===== config.mk =====
export PLATFORM = sky130hd
export DESIGN_NAME = ams_pwm_dac
export DESIGN_NICKNAME = d
export VERILOG_FILES = /design/src/rtl/ams_pwm_dac.sv
export SDC_FILE = /design/constraint.sdc
export NUM_CORES = 1
export LEC_CHECK = 0
export CAP_MARGIN = 20
export CORE_MARGIN = 4
export CORE_UTILIZATION = 44
export DETAILED_ROUTE_END_ITERATION = 8
export MAX_ROUTING_LAYER = met4
export PLACE_DENSITY_LB_ADDON = 0.08
export SYNTH_ARGS = -nofsm -noshare
export SYNTH_HDL_FRONTEND = slang
export SYNTH_SLANG_ARGS = --single-unit

===== constraint.sdc =====
create_clock -name clk_i -period 6.4 [get_ports clk_i]
set_input_delay 1.92 -clock clk_i [delete_from_list [all_inputs] [get_ports clk_i]]
set_output_delay 1.92 -clock clk_i [all_outputs]
set_load 0.02 [all_outputs]

===== src/rtl/ams_pwm_dac.sv =====
// Single-channel PWM DAC modulator with 16-period dither frame.
// A 24-bit setting (8-bit base duty + 16-bit dither mask) is captured into
// shadow registers only at the frame boundary, so the output never glitches
// when the register block rewrites the setting mid-frame.
module ams_pwm_dac #(
  parameter int CCRE = 156,
  parameter int DW   = 8
) (
  input  logic        clk_i,
  input  logic        rstn_i,
  input  logic [23:0] cfg_i,
  output logic        pwm_o,
  output logic        frame_o,
  output logic [3:0]  sub_o
);

  localparam logic [DW-1:0] V_LAST = DW'(CCRE - 1);

  logic [DW-1:0] v;
  logic [3:0]    b;
  logic [DW-1:0] s_base;
  logic [15:0]   s_mask;

  logic          v_last;
  logic          boundary;
  logic [DW:0]   duty;
  logic          pwm_next;

  // Period/frame decode and duty for the current sub-period. Duty is one bit
  // wider than the base so 0xFF plus a dither bit cannot wrap; since v never
  // exceeds CCRE-1, any duty >= CCRE naturally yields a fully-on period.
  always_comb begin
    v_last   = (v == V_LAST);
    boundary = v_last && (b == 4'd15);
    duty     = {1'b0, s_base} + {{DW{1'b0}}, s_mask[b]};
    pwm_next = ({1'b0, v} < duty);
  end

  // Period counter and sub-period (dither slot) counter.
  always_ff @(posedge clk_i or negedge rstn_i) begin
    if (!rstn_i) begin
      v <= '0;
      b <= '0;
    end else if (v_last) begin
      v <= '0;
      b <= b + 4'd1;
    end else begin
      v <= v + DW'(1);
    end
  end

  // Shadow setting capture at the frame boundary, with a one-clock marker.
  always_ff @(posedge clk_i or negedge rstn_i) begin
    if (!rstn_i) begin
      s_base  <= '0;
      s_mask  <= '0;
      frame_o <= 1'b0;
    end else begin
      frame_o <= boundary;
      if (boundary) begin
        s_base <= cfg_i[23:16];
        s_mask <= cfg_i[15:0];
      end
    end
  end

  // Registered PWM output; lags the counter state by one clock.
  always_ff @(posedge clk_i or negedge rstn_i) begin
    if (!rstn_i) begin
      pwm_o <= 1'b0;
    end else begin
      pwm_o <= pwm_next;
    end
  end

  assign sub_o = b;

endmodule


# After elaboration in Yosys (flattened, before gate mapping)

Cells that the tools add are included.

$add $sub $neg: 3
Magnitude comparators: 2
Eq/ne operators: 2
Mux-type cells: 3
Reductions and logical operators: 1

Operator list:

| kind                                                                          | number |
|---|---|
| 8-bit by 1-bit adder with 9-bit output                                        | 1 |
| 8-bit by 9-bit less-than comparator with 1-bit output                         | 1 |
| 8-bit by 1-bit adder with 8-bit output (second input constant)                | 1 |
| 8-bit equality test (second input constant)                                   | 1 |
| 8-bit 2-to-1 mux                                                              | 1 |
| 4-bit by 5-bit less-than comparator with 1-bit output (second input constant) | 1 |
| 4-bit by 1-bit adder with 4-bit output (second input constant)                | 1 |
| 1-bit binary-select mux with 4-bit select                                     | 1 |
| 4-bit equality test (second input constant)                                   | 1 |
| 1-bit logical AND                                                             | 1 |
| 1-bit 2-to-1 mux                                                              | 1 |

Register bits: 38
Input bits: 26
Output and inout port bits: 6

# Depth between registers and ports, before layout

Gate-level depths: netlist of run 1.

Depth after elaboration: 4
Gate-level depth with buffers: 12

# Worst setup path before layout of run 1

Ideal clock, no wire load.

Kind: register to register
From: reg b[0] (netlist: sub_o[0])
To: reg pwm_o
Library setup time: 0.064 ns
Arrival time: 3.227 ns
Data required time: 6.336 ns
Setup slack: 3.109 ns
Stages on the path, launching flop included: 12
Period minus slack after synthesis: 3.291 ns
Cell sequence: dfrtp_1 -> clkbuf_1 -> mux4_2 -> mux4_2 -> ha_1 -> ha_1 -> nand2_1 -> xor2_1 -> ha_1 -> a21o_1 -> a211oi_1 -> a31o_2

Longest elaborated chain between the ends: 4

RTL lines:

| element                                               | RTL line | source |
|---|---|---|
| start, declared                                       | 20       | `logic [3:0] b;` |
| start signal, assigned                                | 46       | `b <= b + 4'd1;` |
| 1-bit binary-select mux with 4-bit select             | 35       | `duty = {1'b0, s_base} + {{DW{1'b0}}, s_mask[b]};` |
| 1-bit 2-to-1 mux (not written as such)                | 35       |  |
| 8-bit by 1-bit adder with 9-bit output                | 35       |  |
| 8-bit by 9-bit less-than comparator with 1-bit output | 36       | `pwm_next = ({1'b0, v} < duty);` |
| net pwm_next                                          | 27       | `logic pwm_next;` |
| end signal, assigned                                  | 72       | `pwm_o <= pwm_next;` |
| end, declared                                         | 12       | `output logic pwm_o,` |

The timed path passes the listed nets, and every way through them passes these cells. The select of a mux whose other input is x is not followed.
A chain may end at the register's enable or synchronous reset.

# Final worst setup path of run 1

From: reg b[0] (netlist: sub_o[0])
To: out sub_o[0]

RTL lines:

| element       | RTL line | source |
|---|---|---|
| end, declared | 14       | `output logic [3:0] sub_o` |

No word-level cell between the ends.

==> results of run 1 <==
==> power breakdown <==
group          internal, mW  switching, mW  total (mW)
clock                0.0866         0.0868       0.173
combinational        0.0132        0.00668      0.0198
sequential            0.240              0       0.240
==> cells by family (layout without fill, tap and decap cells) <==
group / count (synthesis) / after routing / synth area share (%)
flops: 38 / 38 / 46.91
simple gates: 32 / 32 / 9.877
mux: 30 / 30 / 22.96
xor+xnor: 13 / 13 / 5.617
fa+ha+maj: 12 / 12 / 7.407
compound gates: 12 / 12 / 4.136
buf+inv: 6 / 41 / 3.086
==> cells in the mapped netlist, types with 3 or more instances <==
cell,n,area share [%]
and4_1,3,1.3
mux2_2,6,3.3
nand3_1,6,1.5
xor2_1,7,3.0
o21a_1,3,1.1
dfrtp_1,38,47
mux4_2,5,5.6
nor2_1,8,1.5
ha_1,12,7.4
mux2_4,19,14
nand2_1,7,1.3
xnor2_1,6,2.6
==> cell usage in the layout, fill, tap and decap left out, types with 2 or more instances in the layout <==
| cell type | instances |
|---|---|
| a21o_1 | 2 |
| nand3_1 | 6 |
| mux2_4 | 19 |
| and4_1 | 3 |
| mux2_2 | 6 |
| o21a_1 | 3 |
| dfrtp_1 | 38 |
| ha_1 | 12 |
| nor2_1 | 8 |
| clkbuf_8 | 6 |
| mux4_2 | 5 |
| nand2_1 | 7 |
| nand4_1 | 2 |
| xnor2_1 | 6 |
| xor2_1 | 7 |
| clkdlybuf4s50_1 | 30 |
| a21oi_1 | 2 |
==> flip-flops by register name, summed over array words and instances, names as in the netlist <==
register,cells
frame_o,1
pwm_o,1
s_base,8
s_mask,16
sub_o,4
v,8
==> cell type report <==
| cell class | count | area, sq um |
|---|---|---|
| Clock buffer | 6 | 82.58 |
| Clock inverter | 2 | 12.51 |
| Fill cell | 378 | 1973 |
| Inverter | 1 | 3.754 |
| Multi-Input combinational cell | 99 | 1013 |
| Sequential cell | 38 | 950.9 |
| Tap cell | 52 | 65.06 |
| Timing Repair Buffer | 32 | 312.8 |
==> through the flow <==
stage               utilization, %  setup slack, ps  std cells  cell area [sq um]
CTS                          55.30             2913        230               2441
finish                       55.30             2928        230               2441
floorplan                        -             3109        143               2027
global placement             53.15             3255        222               2346
detailed placement           53.15             3162        222               2346
global route                 55.30             2840        230               2441
==> path summary, 6_finish.rpt <==
kind,from,end,slack (ps),depth (start not counted)
max,sub_o[0]$_DFFE_PN0N_,sub_o[0],2930,1
min,v[0]$_DFF_PN0_,v[0]$_DFF_PN0_,500,1
max reg2reg,sub_o[0]$_DFFE_PN0N_,pwm_o$_DFF_PN0_,3170,10
min reg2reg,v[0]$_DFF_PN0_,v[0]$_DFF_PN0_,500,1
max in group asynchronous,rstn_i,s_mask[6]$_DFFE_PN0P_,4140,1
min in group asynchronous,rstn_i,pwm_o$_DFF_PN0_,1720,1
==> metal layers <==
layer | track usage, % | wire length, um
met1 | 17.01 | 1540
met2 | 24.71 | 1835
met3 | 3.298 | 149
met4 | 5.243 | 38
met5 | - | 0
==> results_tabular.tex, run 1 <==
\begin{tabular}{lr}
\hline
Metric & Value \\
\hline
\multicolumn{2}{l}{\textbf{CTS}} \\
Register clock-pin slew on the reported worst setup and hold paths & 80 ps \\
Insertion delay to the later sink of the worst-skew pair & 290 ps \\
H-Tree Level Count & 2 \\
Count of instances resized after the clock tree is built & 0 \\
Library cell used as clock root buffer & clkbuf\_8 \\
TritonCTS clock tree & yes \\
Num CTS Buffers & 5 \\
Clock net sink count & 38 \\
Hold\_buf cts & 0 \\
Number of setup buffers added after CTS & 0 \\
Maximum number of buffers from clock root to sink & 2 \\
\multicolumn{2}{l}{\textbf{Detailed routing}} \\
Remaining antenna violation count after routing & 0 \\
Final routed wirelength across all metal layers & about 3.6 mm \\
Number of vias after detailed routing & approximately 1.2k \\
DRC violation total after the first TritonRoute iteration & between 40 and 50 \\
Detailed-routing iteration count for the pre-antenna-repair pass & 4 \\
Remaining routing DRC violations & 0 \\
Vias per cell & $\sim$5.3 \\
Wirelength per Cell & roughly 15 um \\
\multicolumn{2}{l}{\textbf{Outcome}} \\
Run status & finished clean \\
\multicolumn{2}{l}{\textbf{Synth}} \\
Count of mapped cells out of synthesis & between 100 and 150 \\
Count of synthesis-stage warnings from yosys & 0 \\
Nets in the synthesized netlist & roughly 180 \\
Post-synthesis average cell area & $\sim$14 sq um \\
Flip-flop cell with the highest count after synthesis & dfrtp\_1 \\
Cell Area, Synth & 2027 sq um \\
Cell variety after synth & 30 \\
Async set-or-reset flop fraction in the synthesized netlist & 100.0\% \\
Number of enable-type register cells in the synthesized netlist & 0 \\
\#FFs+latches synth & 38 \\
Sequential element share of the synthesized area & approximately 47\% \\
\multicolumn{2}{l}{\textbf{Timing}} \\
Peak clock frequency supported by timing & just under 300 MHz \\
Setup skew after layout & around 7.6 ps \\
Number of setup violations in the final report & 0 \\
Final cycle utilization of the critical path & a little over half \\
Min cycle time layout & about 3500 ps \\
Final Hold Viols & 0 \\
Worst hold margin & roughly 500 ps \\
Unrepaired setup endpoints after global routing & no \\
Worst-margin pin slew & 837.0 ps \\
Max-Slew Margin vs Limit & 44.20\% \\
Final Max Slew Viols & 0 \\
Accumulated negative setup slack & 0 ps \\
\multicolumn{2}{l}{\textbf{Worst setup path}} \\
Kind of critical path & reg -> out \\
Kind of cell with the highest combined delay on the critical path & buffers and inverters \\
Critical-path cell list & clkdlybuf4s50\_1 \\
CP bufs+invs & 1 \\
Data arrival time of the critical path & $\sim$1600 ps \\
Delay of the slowest critical-path stage & 690 ps \\
Critical-path top delay cell & clkdlybuf4s50\_1 \\
Required time of the worst setup path & 4480 ps \\
Maximum fanout encountered on the critical timing path & 8 \\
Sort of element at the start of the critical path & register \\
Nature of the critical path endpoint & output port \\
\multicolumn{2}{l}{\textbf{Cells and area}} \\
Share of final-layout standard cells stronger than drive strength 1 & between 20\% and 30\% \\
P\&R area growth vs syn & 20.43\% \\
Antenna fix cells & 0 \\
Net count, final & $\sim$220 \\
\multicolumn{2}{l}{\textbf{Floorplanning}} \\
Area of the core & between 4000 and 5000 sq um \\
Full die area & roughly 5800 sq um \\
Floorplan die width & around 76 um \\
Starting Density & about 46\% \\
Number of top-level pins & 32 \\
Total number of placement rows & 24 \\
Chip height & $\sim$76 um \\
\multicolumn{2}{l}{\textbf{Power and ir drop}} \\
Overall power consumption & approximately 0.43 mW \\
Power Dens Cells & between 150 and 200 nW/um\^{}2 \\
Leakage power figure & between 1 and 1.5 nW \\
Worst vdd rail ir drop & 0.00009350 V \\
\multicolumn{2}{l}{\textbf{Global route}} \\
Via count of the first global-routing pass & 1358 \\
Antenna violations before repair & 0 \\
First-pass GRT wire length & roughly 6.1 mm \\
GRT Residual Overflow & 0 \\
Largest net degree at the start of global routing & 39 \\
Tot GR Track Use & roughly 15\% \\
\multicolumn{2}{l}{\textbf{Placement}} \\
Half-perimeter wire length after detailed placement & approximately 2.7 mm \\
Final Wtd Congestion & 0.7369 \\
Input/output buffers & 31 \\
\multicolumn{2}{l}{\textbf{Hold path}} \\
Worst hold path class & reg -> reg \\
\multicolumn{2}{l}{\textbf{Run}} \\
Max-cap violations & 0 \\
\hline
\end{tabular}
Note: power is estimated with default switching activity, not from simulation.
==> run 2: changes to the inputs <==
Clock period 6.4 ns to 3.55 ns, I/O delays scaled along.
==> run 2 against run 1 <==
Against the previous run:
- flip-flop and latch count unchanged
- worst hold slack got worse by 11 ps
- critical path depth increased by 9
- largest cell class unchanged
==> results_tabular.tex, run 2 (synthesis results as in run 1) <==
\begin{tabular}{lr}
\hline
Metric & Value \\
\hline
\multicolumn{2}{l}{\textbf{Timing}} \\
Unrepaired setup endpoints after global routing & no (unchanged) \\
Max-Slew Margin vs Limit & 42.59\% (was 44.20\%) \\
Setup skew after layout & 7.440 ps (was 7.582 ps) \\
Final Max Slew Viols & 0 (unchanged) \\
Peak clock frequency supported by timing & 308.4 MHz \\
Final cycle utilization of the critical path & just over 90\% \\
Min cycle time layout & 3242 ps \\
Worst hold margin & 490.9 ps (was 501.9 ps) \\
Final Hold Viols & 0 (unchanged) \\
Worst-margin pin slew & 861.1 ps (was 837.0 ps) \\
Number of setup violations in the final report & 0 (unchanged) \\
Accumulated negative setup slack & 0 ps (unchanged) \\
\multicolumn{2}{l}{\textbf{Placement}} \\
Half-perimeter wire length after detailed placement & 2.712 mm (was 2.663 mm) \\
Final Wtd Congestion & 0.7865 (was 0.7369) \\
Input/output buffers & 31 (unchanged) \\
\multicolumn{2}{l}{\textbf{Worst setup path}} \\
Maximum fanout encountered on the critical timing path & 8 (unchanged) \\
Flop2flop setup slack & 310 ps (was 3170 ps) \\
Kind of critical path & reg -> reg (was reg -> out) \\
Data arrival time of the critical path & 3470 ps (was 1550 ps) \\
Nature of the critical path endpoint & register (was output port) \\
Depth of the most critical reg-to-reg path & 10 (unchanged) \\
Required time of the worst setup path & 3780 ps (was 4480 ps) \\
Sort of element at the start of the critical path & register (unchanged) \\
Worst r2r src & sub\_o[0]\$\_DFFE\_PN0N\_ (unchanged) \\
Reg-to-Reg End & pwm\_o\$\_DFF\_PN0\_ (unchanged) \\
\multicolumn{2}{l}{\textbf{Global route}} \\
Tot GR Track Use & 15.28\% (was 14.64\%) \\
First-pass GRT wire length & 6.210 mm (was 6.147 mm) \\
Largest net degree at the start of global routing & 39 (unchanged) \\
Via count of the first global-routing pass & 1297 (was 1358) \\
Antenna violations before repair & 0 (unchanged) \\
GRT Residual Overflow & 0 (unchanged) \\
\multicolumn{2}{l}{\textbf{Detailed routing}} \\
Wirelength per Cell & 15.64 um (was 15.49 um) \\
Vias per cell & 5.303 (was 5.252) \\
DRC violation total after the first TritonRoute iteration & 63 (was 47) \\
Final routed wirelength across all metal layers & 3.613 mm (was 3.563 mm) \\
Number of vias after detailed routing & 1225 (was 1208) \\
Remaining routing DRC violations & 0 (unchanged) \\
Remaining antenna violation count after routing & 0 (unchanged) \\
Detailed-routing iteration count for the pre-antenna-repair pass & 4 (unchanged) \\
\multicolumn{2}{l}{\textbf{Run}} \\
Max-cap violations & 0 (unchanged) \\
\multicolumn{2}{l}{\textbf{Cells and area}} \\
Share of final-layout standard cells stronger than drive strength 1 & 25.14\% (was 25.28\%) \\
Top Registers & s\_mask x16, s\_base x8, v x8 (unchanged) \\
Antenna fix cells & 0 (unchanged) \\
Most flop-heavy register & s\_mask (unchanged) \\
Final core occ & 55.67\% (was 55.30\%) \\
Flip-flop count of the largest register after layout & 16 (unchanged) \\
Net count, final & 216 (was 215) \\
P\&R area growth vs syn & 21.23\% (was 20.43\%) \\
Most common cell after layout, fill and taps aside & dfrtp\_1 (unchanged) \\
Most used cells in the layout excluding fill and tap cells & 38 x dfrtp\_1, 30 x clkdlybuf4s50\_1, 19 x mux2\_4 (unchanged) \\
FILL cells & 366 (was 378) \\
\multicolumn{2}{l}{\textbf{Floorplanning}} \\
Full die area & 5756 sq um (unchanged) \\
Floorplan die width & 75.87 um (unchanged) \\
Area of the core & 4414 sq um (unchanged) \\
Chip height & 75.87 um (unchanged) \\
Number of top-level pins & 32 (unchanged) \\
Total number of placement rows & 24 (unchanged) \\
Starting Density & 45.92\% (unchanged) \\
\multicolumn{2}{l}{\textbf{Outcome}} \\
Run status & finished clean (unchanged) \\
\multicolumn{2}{l}{\textbf{CTS}} \\
Number of setup buffers added after CTS & 0 (unchanged) \\
Num CTS Buffers & 5 (unchanged) \\
H-Tree Level Count & 2 (unchanged) \\
Hold\_buf cts & 0 (unchanged) \\
Register clock-pin slew on the reported worst setup and hold paths & 80 ps (about the same) \\
Library cell used as clock root buffer & clkbuf\_8 (unchanged) \\
Maximum number of buffers from clock root to sink & 2 (unchanged) \\
Insertion delay to the later sink of the worst-skew pair & 290 ps (about the same) \\
TritonCTS clock tree & yes (unchanged) \\
Count of instances resized after the clock tree is built & 0 (unchanged) \\
Clock net sink count & 38 (unchanged) \\
\multicolumn{2}{l}{\textbf{Hold path}} \\
Hold-critical path endpoint & v[0]\$\_DFF\_PN0\_ (unchanged) \\
Worst hold path class & reg -> reg (unchanged) \\
Origin of the worst min-delay path & v[0]\$\_DFF\_PN0\_ (unchanged) \\
Count of cells along the worst hold path & 1 (unchanged) \\
\multicolumn{2}{l}{\textbf{Power and ir drop}} \\
Worst vdd rail ir drop & 0.0001676 V (was 0.00009350 V) \\
Power Dens Cells & 313.7 nW/um\^{}2 (was 177.5 nW/um\^{}2) \\
Overall power consumption & 0.7710 mW (was 0.4332 mW) \\
Leakage power figure & 1.089 nW (was 1.080 nW) \\
\hline
\end{tabular}
-- run 2: changes by cell type in the layout (fill, tap and decap cells not counted) --
| cell | before | now |
|---|---|---|
| clkinvlp_4 | 1 | 0 |
| buf_12 | 0 | 1 |
| clkbuf_1 | 0 | 1 |
-- run 2: worst max-delay path by stage --
stage	start	endpoint	slack, ps	cells past startpoint
after detailed placement	sub_o[0]$_DFFE_PN0N_	pwm_o$_DFF_PN0_	330	10
after global routing	sub_o[0]$_DFFE_PN0N_	pwm_o$_DFF_PN0_	170	10
after CTS	sub_o[0]$_DFFE_PN0N_	pwm_o$_DFF_PN0_	300	10
after global placement	sub_o[0]$_DFFE_PN0N_	pwm_o$_DFF_PN0_	440	10
final	sub_o[0]$_DFFE_PN0N_	pwm_o$_DFF_PN0_	310	10
after floorplan	sub_o[0]$_DFFE_PN0N_	pwm_o$_DFF_PN0_	260	11
-- run 2: per-layer routing --
| metal | global-route usage, % | vias up | wire [um] | share of wire [%] |
|---|---|---|---|---|
| met5 | - | - | 0 | 0 |
| met4 | 5.825 | 0 | 59 | 1.6 |
| met3 | 4.749 | 7 | 155 | 4.3 |
| met2 | 23.95 | 25 | 1859 | 51 |
| met1 | 18.41 | 604 | 1539 | 43 |
| li1 | - | 589 | - | - |
-- run 2: per-stage QoR --
stage / cell area, sq um / std cells / worst slack (ps)
floorplan: 2027 / 143 / 259.2
global placement: 2366 / 223 / 440.2
detailed placement: 2366 / 223 / 334.7
CTS: 2457 / 231 / 296.4
global route: 2457 / 231 / 171.7
finish: 2457 / 231 / 307.8
-- run 2: critical path, cell delays in order, from the launching register on --
cell and delay, ps:
dfrtp_1 570, mux4_2 540, mux4_2 490, ha_1 200, ha_1 210, nand2_1 110
xor2_1 190, ha_1 280, a21o_1 180, a211oi_1 230, a31o_2 180
-- run 2: power breakdown --
group          internal [mW]  switching [mW]
clock network          0.157           0.146
registers              0.433               0
logic                 0.0237          0.0120
total                  0.613           0.158
-- run 2: area by class of cell --
| cell class | instances | area (sq um) | share of cell area, % |
|---|---|---|---|
| multi-input cells | 99 | 1013 | 41.24 |
| flip-flops and latches | 38 | 950.9 | 38.70 |
| repair buffers | 33 | 332.8 | 13.54 |
| clock buffers | 7 | 86.33 | 3.513 |
| well taps | 52 | 65.06 | 2.648 |
| clock inverters | 1 | 5.005 | 0.2037 |
| inverters | 1 | 3.754 | 0.1527 |
==> run 3: changes to the inputs <==
Settings changed: TNS_END_PERCENT set to 30.
==> results of run 3 <==
Same layout as run 2: the final DEF is identical, and so are final timing and power.
